### src/rtl/fetch_unit.sv
// Instruction fetch unit: issues 16-bit program-memory fetches and buffers them in a prefetch queue.
// Optional build macro FETCH_PERF_CNT_EN adds saturating pop/redirect performance counters.
module fetch_unit #(
  parameter int          DEPTH    = 4,
  parameter logic [12:0] RESET_PC = 13'h0000
) (
  input  logic        clk,
  input  logic        rst,
  output logic        imem_req,
  output logic [12:0] imem_addr,
  input  logic        imem_gnt,
  input  logic        imem_rvalid,
  input  logic [15:0] imem_rdata,
  input  logic        redirect_valid,
  input  logic [12:0] redirect_pc,
  output logic        inst_valid,
  input  logic        inst_ready,
  output logic [15:0] inst_data,
  output logic [12:0] inst_pc
`ifdef FETCH_PERF_CNT_EN
  ,
  output logic [15:0] perf_fetch_cnt,
  output logic [15:0] perf_flush_cnt
`endif
);

  localparam int AW = $clog2(DEPTH);
  localparam int CW = $clog2(DEPTH + 1);

  localparam logic [1:0] ST_START = 2'd0;
  localparam logic [1:0] ST_RUN   = 2'd1;
  localparam logic [1:0] ST_FLUSH = 2'd2;

  logic [1:0]    r_state;
  logic [1:0]    w_state_nxt;
  logic [12:0]   r_fetch_pc;
  logic [12:0]   r_rsp_pc;
  logic [CW-1:0] r_out;
  logic [CW-1:0] r_count;
  logic [AW-1:0] r_wptr;
  logic [AW-1:0] r_rptr;
  logic [15:0]   r_mem_data [DEPTH];
  logic [12:0]   r_mem_pc   [DEPTH];

  logic w_accept;
  logic w_rsp;
  logic w_push;
  logic w_pop;
  logic w_nonempty;

  // A response only counts if a request is actually outstanding; strays are dropped.
  assign w_rsp      = imem_rvalid && (r_out != '0);
  assign w_push     = w_rsp && (r_state == ST_RUN) && !redirect_valid;
  assign w_nonempty = (r_count != '0);

  assign imem_req   = (r_state != ST_START) && !redirect_valid &&
                      ((int'(r_count) + int'(r_out)) < DEPTH);
  assign imem_addr  = r_fetch_pc;
  assign w_accept   = imem_req && imem_gnt;

  assign inst_valid = w_nonempty && !redirect_valid;
  assign inst_data  = w_nonempty ? r_mem_data[r_rptr] : '0;
  assign inst_pc    = w_nonempty ? r_mem_pc[r_rptr]   : '0;
  assign w_pop      = inst_valid && inst_ready;

  // NOTE: default assignment first so every path drives w_state_nxt (no latch).
  always_comb begin
    w_state_nxt = r_state;
    case (r_state)
      ST_START:          w_state_nxt = ST_RUN;
      ST_RUN, ST_FLUSH:  w_state_nxt = redirect_valid ? ST_FLUSH : ST_RUN;
      default:           w_state_nxt = ST_START;
    endcase
  end

  // NOTE: sequential state uses non-blocking assignments so all registers update together.
  always_ff @(posedge clk) begin
    if (rst) begin
      r_state    <= ST_START;
      r_fetch_pc <= {RESET_PC[12:1], 1'b0};
      r_rsp_pc   <= '0;
      r_out      <= '0;
      r_count    <= '0;
      r_wptr     <= '0;
      r_rptr     <= '0;
    end else begin
      r_state <= w_state_nxt;

      if (redirect_valid)
        r_fetch_pc <= {redirect_pc[12:1], 1'b0};
      else if (w_accept)
        r_fetch_pc <= r_fetch_pc + 13'd2;

      // Memory latency is exactly one cycle, so one address register tracks the in-flight fetch.
      if (w_accept)
        r_rsp_pc <= r_fetch_pc;

      case ({w_accept, w_rsp})
        2'b10:   r_out <= r_out + CW'(1);
        2'b01:   r_out <= r_out - CW'(1);
        default: r_out <= r_out;
      endcase

      if (redirect_valid) begin
        r_count <= '0;
        r_wptr  <= '0;
        r_rptr  <= '0;
      end else begin
        if (w_push) r_wptr <= r_wptr + AW'(1);
        if (w_pop)  r_rptr <= r_rptr + AW'(1);
        case ({w_push, w_pop})
          2'b10:   r_count <= r_count + CW'(1);
          2'b01:   r_count <= r_count - CW'(1);
          default: r_count <= r_count;
        endcase
      end
    end
  end

  // NOTE: queue storage is deliberately not reset; occupancy gates every read of it.
  always_ff @(posedge clk) begin
    if (w_push) begin
      r_mem_data[r_wptr] <= imem_rdata;
      r_mem_pc[r_wptr]   <= r_rsp_pc;
    end
  end

`ifdef FETCH_PERF_CNT_EN
  logic [15:0] r_perf_fetch;
  logic [15:0] r_perf_flush;

  always_ff @(posedge clk) begin
    if (rst) begin
      r_perf_fetch <= '0;
      r_perf_flush <= '0;
    end else begin
      if (w_pop && (r_perf_fetch != 16'hFFFF))
        r_perf_fetch <= r_perf_fetch + 16'd1;
      if (redirect_valid && (r_perf_flush != 16'hFFFF))
        r_perf_flush <= r_perf_flush + 16'd1;
    end
  end

  assign perf_fetch_cnt = r_perf_fetch;
  assign perf_flush_cnt = r_perf_flush;
`endif

endmodule

### config.mk
export PLATFORM = sky130hd
export DESIGN_NAME = fetch_unit
export DESIGN_NICKNAME = d
export VERILOG_FILES = /design/src/rtl/fetch_unit.sv
export SDC_FILE = /design/constraint.sdc
export NUM_CORES = 1
export LEC_CHECK = 0
export BUFFER_PORTS_ARGS = -buffer_cell sky130_fd_sc_hd__buf_2
export CAP_MARGIN = 0
export CORE_ASPECT_RATIO = 1.2
export CORE_UTILIZATION = 64
export CTS_BUF_LIST = sky130_fd_sc_hd__clkbuf_4 sky130_fd_sc_hd__clkbuf_8
export DETAILED_ROUTE_END_ITERATION = 8
export GPL_ROUTABILITY_DRIVEN = 0
export PLACE_DENSITY_LB_ADDON = 0.3
export SLEW_MARGIN = 20
export SYNTH_ARGS = -nofsm -noshare
export SYNTH_HDL_FRONTEND = slang
export SYNTH_SLANG_ARGS = --single-unit
export TNS_END_PERCENT = 10
### constraint.sdc
create_clock -name clk -period 8.3 [get_ports clk]
set_clock_uncertainty 0.05 [all_clocks]
set_input_delay 0.83 -clock clk [delete_from_list [all_inputs] [get_ports clk]]
set_output_delay 0.83 -clock clk [all_outputs]
set_load 0.03 [all_outputs]
==> results of run 1 <==
==> routing by layer <==
| layer | routed length [microns] | global-route usage, % | vias to the layer above | share of wire (%) |
|---|---|---|---|---|
| met4 | 171 | 8.390 | 0 | 1.5 |
| li1 | - | - | 1685 | - |
| met1 | 4514 | 29.41 | 1752 | 40 |
| met5 | 0 | 0 | - | 0 |
| met3 | 749 | 7.531 | 19 | 6.7 |
| met2 | 5752 | 41.45 | 160 | 51 |
==> where the power goes <==
part / switching (mW) / internal, mW
combinational: 0.0611 / 0.0387
clock: 0.248 / 0.435
sequential: 0.0142 / 0.817
total: 0.323 / 1.29
==> state kept, by name, indices dropped and copies added (netlist names), named ones only <==
register / flops
r_mem_data: 64
r_out: 3
r_rsp_pc: 12
r_rptr: 2
r_count: 3
imem_addr: 12
r_state: 2
r_wptr: 2
r_mem_pc: 48
==> cells in the mapped netlist, types with 4 or more instances <==
master and number:
nor2b_1 30, dfxtp_1 38, nand2b_1 8, a21oi_1 26, xor2_1 6, o31a_1 6
nand2_1 40, and2_1 4, nand3_1 4, o22ai_1 7, mux4_2 28, inv_1 14
or3_1 4, clkbuf_1 14, ha_1 12, edfxtp_1 112, buf_2 5, nor2_1 17
==> cells by family after synthesis <==
family                     after synthesis  share of synthesized area (%)
AOI/OAI and AO/OA                       52                          5.160
xor gates and xnor gates                 8                          1.142
adders and majority gates               14                          3.100
buffers and inverters                   38                          2.610
DFF                                    150                          67.22
muxes                                   28                          10.28
other                                    1                        0.06113
and+or+nand+nor                        122                          10.42
==> per-stage QoR <==
stage	hold WS, ns	setup slack [ns]	cell area, sq um
global placement	0.4228	4.549	6611
CTS	0.4578	4.886	7119
finish	0.4555	4.899	7119
global route	0.4707	4.662	7119
floorplan	0.4100	5.396	6138
detailed placement	0.4435	4.447	6611
==> layout make-up <==
cell class                      instances  area [sq um]
Fill cell                             513          2057
Multi-Input combinational cell        226          1859
Clock inverter                          8         190.2
Timing Repair Buffer                   81         420.4
Sequential cell                       150          4125
Tap cell                              120         150.1
Clock buffer                           24         317.8
Inverter                               15         56.30
==> worst paths after layout <==
kind | start | endpoint | slack, ns | cells past startpoint
worst max-delay path | redirect_valid | r_out[2]$_SDFFE_PP0P_ | 4.90 | 10
worst min-delay path | r_rsp_pc[5]$_SDFFE_PP0P_ | r_mem_pc[2][5]$_DFFE_PP_ | 0.46 | 0
worst max register to register | r_out[2]$_SDFFE_PP0P_ | r_out[2]$_SDFFE_PP0P_ | 5.02 | 10
worst min register to register | r_rsp_pc[5]$_SDFFE_PP0P_ | r_mem_pc[2][5]$_DFFE_PP_ | 0.46 | 0
==> critical path, stage by stage <==
cell and delay (ns):
buf_2 0.24, nor4_4 0.34, and4_1 0.80, inv_2 0.37, ha_1 0.35, inv_1 0.08
fa_1 0.18, xor2_1 0.07, or3_1 0.31, a21oi_1 0.13
==> results.py, run 1 <==
metrics = {
    "global_route": {
        "antenna_found_initial": 0,
        "grt_max_degree": 38,
        "first_global_vias": 3589,
        "grt_pass1_wl_microns": 17670,
        "grt_usage_pct": 24.20,
        "grt-ovfl-total": 0,
    },
    "synth": {
        "syn_area_per_cell_sq_um": 14.85,
        "synth-main-ff-cell": "edfxtp_1",
        "yosys.area.top_type": "edfxtp_1",
        "async_reset_ff_share_pct": 0,
        "ys_seq_area_share_pct": 67.22,
        "synth_cells": 413,
        "ys_ff_latch": 150,
        "synth_top_cell_area_share_pct": 54.82,
        "synth_area_leaders": "edfxtp_1 (55%), dfxtp_1 (12%), mux4_2 (10%), nor2b_1 (3.1%), ha_1 (2.4%)",
        "netlist-cell-type-count": 39,
        "syn_area_sq_um": 6135,
        "synth_edf_count": 112,
        "yosysWarnings": 0,
    },
    "layout": {
        "antenna_cells": 0,
        "layout_common_cells": "edfxtp_1 (112), buf_2 (75), nand2_1 (40), dfxtp_1 (37), nor2b_1 (30)",
        "area_delta_synth_final_pct": 16.05,
        "stdcell_count": 624,
        "drive_gt1_share_pct": 28.97,
        "postLayoutCoreUtil_pct": 77.58,
        "fin_nets": 540,
        "mostFrequentLayoutCell": "edfxtp_1",
    },
    "route": {
        "vias": 3616,
        "vias_per_cell": 5.795,
        "wl_microns": 11190,
        "wl_per_cell_microns": 17.93,
        "dr.pass1.iters": 5,
        "first_iter_violations": 229,
        "drc": 0,
        "postRouteAntennaNets": 0,
    },
    "cts": {
        "postCtsHoldBufs": 0,
        "htree_num_levels": 4,
        "tritoncts": "done",
        "clk_latency_ns": 0.43,
        "clk_path_buf_depth": 2,
        "cts_sinks": 150,
        "cts_setup_buffers": 0,
        "cts_buffers": 17,
        "ctsResizeCount": 0,
        "cts-root-buf": "clkbuf_8",
        "clk_pin_slew_ns": 0.08,
    },
    "sta": {
        "rsz0062_at_grt": "no",
        "fmax_ghz": 0.2941,
        "finalHoldViolations": 0,
        "max_slew_margin_pct": 32.57,
        "period_needed_ns": 3.401,
        "period_share_pct": 40.97,
        "finalSetupViolCount": 0,
        "tightestPinTransition_ns": 1.011,
        "final_max_slew_viol_count": 0,
        "setup_tns_ns": 0,
    },
    "run_status": {
        "status": "completed",
    },
    "worst_setup_path": {
        "crit_type": "input port to flip-flop",
        "required_ns": 8.61,
        "cp_max_fo": 24,
        "start_kind": "input port",
        "critPathCaptureType": "flip-flop",
        "cp_data_arrival_time_ns": 3.71,
    },
    "placement": {
        "hpwlAfterDp_microns": 7027,
        "io_buffers": 75,
        "place_inst": 592,
    },
    "die": {
        "die_area_sq_um": 9983,
        "io-pin-count": 79,
        "coreArea_sq_um": 9176,
        "initial_core_util_pct": 66.85,
        "num_rows": 38,
        "dieWidth_microns": 91.38,
        "die_h_microns": 109.3,
    },
    "power": {
        "total_power_mw": 1.614,
        "power.density_nw_per_um2": 226.8,
        "leakage_nw": 2.460,
        "vdd_drop_max_mv": 0.1455,
    },
    "flow_run": {
        "maxCapViolations": 0,
    },
    "hold_path": {
        "hold_path_class": "flip-flop to flip-flop",
    },
}
Power figures use the tool's default switching activity.
==> run 2: changes to the inputs <==
Settings changed: CORE_UTILIZATION 64 to 54.
Clock period 8.3 ns to 3 ns, I/O delays scaled along.
==> results.py, run 2 (synthesis gave the netlist of run 1 again) <==
metrics = {
    "die": {
        "die_h_microns": 118.8,
        "num_rows": 42,
        "io-pin-count": 79,
        "die_area_sq_um": 11790,
        "initial_core_util_pct": 55.59,
        "coreArea_sq_um": 11040,
        "dieWidth_microns": 99.30,
    },
    "sta": {
        "final_max_slew_viol_count": 0,
        "rsz0062_at_grt": "no",
        "fmax_ghz": 0.3888,
        "setup_tns_ns": 0,
        "finalHoldViolations": 0,
        "period_needed_ns": 2.572,
        "period_share_pct": 85.74,
        "max_slew_margin_pct": 51.27,
        "layout_setup_ws_ns": 0.4277,
        "finalSetupViolCount": 0,
        "tightestPinTransition_ns": 0.7215,
    },
    "route": {
        "wl_per_cell_microns": 16.93,
        "drc": 0,
        "wl_microns": 10840,
        "first_iter_violations": 123,
        "postRouteAntennaNets": 0,
        "dr.pass1.iters": 4,
        "vias": 3604,
        "vias_per_cell": 5.631,
    },
    "global_route": {
        "grt_max_degree": 38,
        "grt-ovfl-total": 0,
        "grt_pass1_wl_microns": 17520,
        "grt_usage_pct": 19.72,
        "antenna_found_initial": 0,
        "first_global_vias": 3542,
    },
    "cts": {
        "postCtsHoldBufs": 0,
        "htree_num_levels": 4,
        "ctsResizeCount": 0,
        "cts_sinks": 150,
        "cts_buffers": 17,
        "cts_setup_buffers": 0,
        "tritoncts": "done",
        "clk_latency_ns": 0.42,
        "clk_path_buf_depth": 2,
        "clk_pin_slew_ns": 0.08,
        "cts-root-buf": "clkbuf_8",
    },
    "worst_setup_path": {
        "reg2reg_from": "r_count[1]$_SDFFE_PP0P_",
        "required_ns": 2.65,
        "reg2reg_depth": 10,
        "cp_max_fo": 12,
        "cp_data_arrival_time_ns": 2.22,
        "crit_type": "flip-flop to output port",
        "rrSetupSlack_ns": 0.62,
        "r2r-end": "r_out[2]$_SDFFE_PP0P_",
        "start_kind": "flip-flop",
        "critPathCaptureType": "output port",
    },
    "hold_path": {
        "hold_path_class": "input port to flip-flop",
        "worstHoldStart": "imem_rdata[12]",
        "hold_path_depth": 1,
        "whs_endpoint": "r_mem_data[2][12]$_DFFE_PP_",
    },
    "layout": {
        "top_register": "r_mem_data",
        "fin_nets": 544,
        "mostFrequentLayoutCell": "edfxtp_1",
        "area_delta_synth_final_pct": 15.75,
        "fillCellCount": 814,
        "drive_gt1_share_pct": 29.13,
        "largest_reg_flops": 64,
        "layout_common_cells": "edfxtp_1 (112), buf_2 (75), nand2_1 (40), dfxtp_1 (37), nor2b_1 (30)",
        "reg_top3": "r_mem_data: 64 flops, r_mem_pc: 48 flops",
        "design_area_sq_um": 7101,
        "antenna_cells": 0,
    },
    "placement": {
        "hpwlAfterDp_microns": 6672,
        "io_buffers": 75,
        "place_ws_ns": 0.6200,
        "place_area_sq_um": 6656,
    },
    "run_status": {
        "status": "completed",
    },
    "power": {
        "leakage_nw": 2.447,
        "vdd_drop_max_mv": 0.2915,
        "power.density_nw_per_um2": 602.2,
        "total_power_mw": 4.276,
    },
    "flow_run": {
        "maxCapViolations": 0,
    },
}
## run 2: changes by cell type in the layout (fill, tap and decap cells not counted), sizes merged
cell,delta
clkinvlp,+1
clkinv,+3
buf,+4
bufinv,-1
clkbuf,-3
## run 2: report_power, final
part           leakage [nW]  switching [mW]  internal (mW)
logic                 0.941           0.167          0.108
clock network         0.226           0.683           1.02
registers              1.28          0.0389           2.26
## run 2: worst max path at each step
stage,start,to,cells past startpoint
floorplan,r_out[1]$_SDFFE_PP0P_,r_out[2]$_SDFFE_PP0P_,13
global placement,redirect_valid,r_out[2]$_SDFFE_PP0P_,10
detailed placement,r_count[1]$_SDFFE_PP0P_,r_out[2]$_SDFFE_PP0P_,10
CTS,flip-flop,inst_data[9],4
global route,flip-flop,inst_data[9],4
finish,flip-flop,inst_data[9],4
## run 2: layout make-up
cell class              count  area, sq um  share of cell area [%]
repair buffers             85        450.4                   6.344
flip-flops and latches    150         4125                   58.10
clock buffers              21        264.0                   3.718
inverters                  15        56.30                  0.7930
well taps                 132        165.2                   2.326
clock inverters            11        180.2                   2.537
multi-input cells         226         1859                   26.18
## run 2: through the flow
stage / hold slack, ns / cells / util [%]
final: 0.04359 / 640 / 64.34
after global routing: 0.01336 / 640 / 64.34
after CTS: 0.01301 / 640 / 64.34
after detailed placement: 0.4396 / 608 / 60.32
after global placement: 0.4240 / 608 / 60.32
after floorplan: 0.3489 / 414 / -
## run 2: worst max-delay path, cell delays in order (launching register included)
cell and delay [ns]:
dfxtp_2 0.59, buf_4 0.32, mux4_2 0.53, nor2b_1 0.16, buf_2 0.20
## run 2: metal layers
layer | track usage (%) | vias up | share of wire [%]
met5 | 0 | - | 0
met2 | 33.55 | 92 | 51
met4 | 6.526 | 0 | 1.1
met3 | 5.263 | 11 | 4.0
met1 | 24.36 | 1801 | 44
li1 | - | 1700 | -
==> run 3: changes to the inputs <==
==> constraint.sdc (replaced) <==
create_clock -name clk -period 3 [get_ports clk]
set_clock_uncertainty 0.05 [all_clocks]
set_input_delay 0.15 -clock clk [delete_from_list [all_inputs] [get_ports clk]]
set_output_delay 0.15 -clock clk [all_outputs]
set_load 0.03 [all_outputs]
==> results.py, run 3 (synthesis gave the netlist of run 1 again) <==
metrics = {
    "run_status": {
        "status": "completed",
    },
    "worst_setup_path": {
        "start_kind": "flip-flop",
        "rrSetupSlack_ns": 0.61,
        "crit_type": "flip-flop to output port",
        "critPathCaptureType": "output port",
        "cp_max_fo": 13,
        "required_ns": 2.80,
        "cp_data_arrival_time_ns": 2.24,
    },
    "global_route": {
        "grt-ovfl-total": 0,
        "first_global_vias": 3777,
        "antenna_found_initial": 0,
        "grt_pass1_wl_microns": 18290,
        "grt_usage_pct": 20.60,
        "grt_max_degree": 38,
    },
    "placement": {
        "hpwlAfterDp_microns": 6817,
        "io_buffers": 75,
        "place_ws_ns": 0.6166,
        "place_inst": 608,
        "place_area_sq_um": 6656,
    },
    "route": {
        "first_iter_violations": 131,
        "postRouteAntennaNets": 0,
        "wl_microns": 11300,
        "vias": 3733,
        "vias_per_cell": 5.630,
        "wl_per_cell_microns": 17.04,
        "drc": 0,
        "dr.pass1.iters": 4,
    },
    "cts": {
        "cts-root-buf": "clkbuf_8",
        "cts_sinks": 150,
        "tritoncts": "done",
        "ctsResizeCount": 0,
        "cts_buffers": 17,
        "postCtsHoldBufs": 23,
        "clk_path_buf_depth": 2,
        "clk_latency_ns": 0.43,
        "htree_num_levels": 4,
        "clk_pin_slew_ns": 0.08,
        "cts_setup_buffers": 0,
    },
    "hold_path": {
        "hold_path_class": "input port to flip-flop",
    },
    "layout": {
        "stdcell_count": 663,
        "mostFrequentLayoutCell": "edfxtp_1",
        "postLayoutCoreUtil_pct": 66.69,
        "antenna_cells": 0,
        "fillCellCount": 780,
        "largest_reg_flops": 64,
        "fin_nets": 567,
        "layout_common_cells": "edfxtp_1 (112), buf_2 (75), nand2_1 (40), dfxtp_1 (37), nor2b_1 (30)",
        "area_delta_synth_final_pct": 19.97,
        "drive_gt1_share_pct": 28.25,
        "reg_top3": "r_mem_data: 64 flops, r_mem_pc: 48 flops",
        "design_area_sq_um": 7360,
        "top_register": "r_mem_data",
    },
    "power": {
        "p_seq_share_pct": 52.4,
        "vdd_drop_max_mv": 0.3095,
        "internal-power_mw": 3.467,
        "share_comb_of_total_power_pct": 6.9,
        "leakage_nw": 2.549,
        "swShare_pct": 20.95,
        "power_frac_clock_pct": 40.6,
        "power.density_nw_per_um2": 596.0,
        "netSwitchingPower_uw": 919.1,
        "total_power_mw": 4.386,
    },
    "sta": {
        "setup_tns_ns": 0,
        "rsz0062_at_grt": "no",
        "period_share_pct": 81.39,
        "period_needed_ns": 2.442,
        "max_slew_margin_pct": 47.50,
        "finalHoldViolations": 0,
        "fmax_ghz": 0.4095,
        "layout_setup_ws_ns": 0.5582,
        "tightestPinTransition_ns": 0.7772,
        "fin_hold_ws_ns": 0.05864,
        "final_max_slew_viol_count": 0,
        "finalSetupViolCount": 0,
    },
    "flow_run": {
        "maxCapViolations": 0,
    },
    "die": {
        "num_rows": 42,
        "io-pin-count": 79,
        "dieWidth_microns": 99.30,
        "die_area_sq_um": 11790,
        "coreArea_sq_um": 11040,
        "die_h_microns": 118.8,
        "initial_core_util_pct": 55.59,
    },
}
==> run 3: changes by cell type in the layout (fill, tap and decap cells not counted) <==
cell,delta
clkinv_1,-2
clkinv_2,+1
clkbuf_4,-3
clkinvlp_4,+2
dlygate4sd3_1,+23
bufinv_16,+1
clkinv_4,+1
==> run 3: layout make-up <==
class,count,area [sq um],share of cell area (%)
multi-input combinational,226,1859,25.26
sequential,150,4125,56.05
timing repair buffer,108,680.7,9.249
clock buffer,18,241.5,3.281
tap,132,165.2,2.244
clock inverter,14,231.5,3.145
inverter,15,56.30,0.7650
==> run 3: worst max-delay path, stage by stage (launching register included) <==
cell and delay [ns]:
dfxtp_2 0.63, buf_4 0.31, mux4_2 0.53, nor2b_1 0.15, buf_2 0.19
==> run 3: power by group through the flow <==
stage / Combinational, mW / Clock [mW] / Sequential, mW
final: 0.304 / 1.78 / 2.30
after floorplan: 0.179 / 0 / 2.36
after global routing: 0.338 / 1.90 / 2.30
after global placement: 0.266 / 0 / 2.34
after CTS: 0.306 / 1.82 / 2.30
after detailed placement: 0.281 / 0 / 2.35
==> run 3: per-layer routing <==
| metal | track usage, % | wire length, microns |
|---|---|---|
| met5 | 0 | 0 |
| met4 | 7.077 | 97 |
| met3 | 5.381 | 476 |
| met2 | 35.94 | 6074 |
| met1 | 24.58 | 4653 |
==> run 3: final timing paths <==
kind	cells past startpoint	end	from
min reg2reg	2	r_rsp_pc[11]$_SDFFE_PP0P_	r_rsp_pc[11]$_SDFFE_PP0P_
max reg2reg	10	r_out[2]$_SDFFE_PP0P_	r_count[1]$_SDFFE_PP0P_
min	4	imem_addr[3]$_SDFFE_PP0P_	redirect_pc[3]
max	4	inst_pc[4]	flip-flop
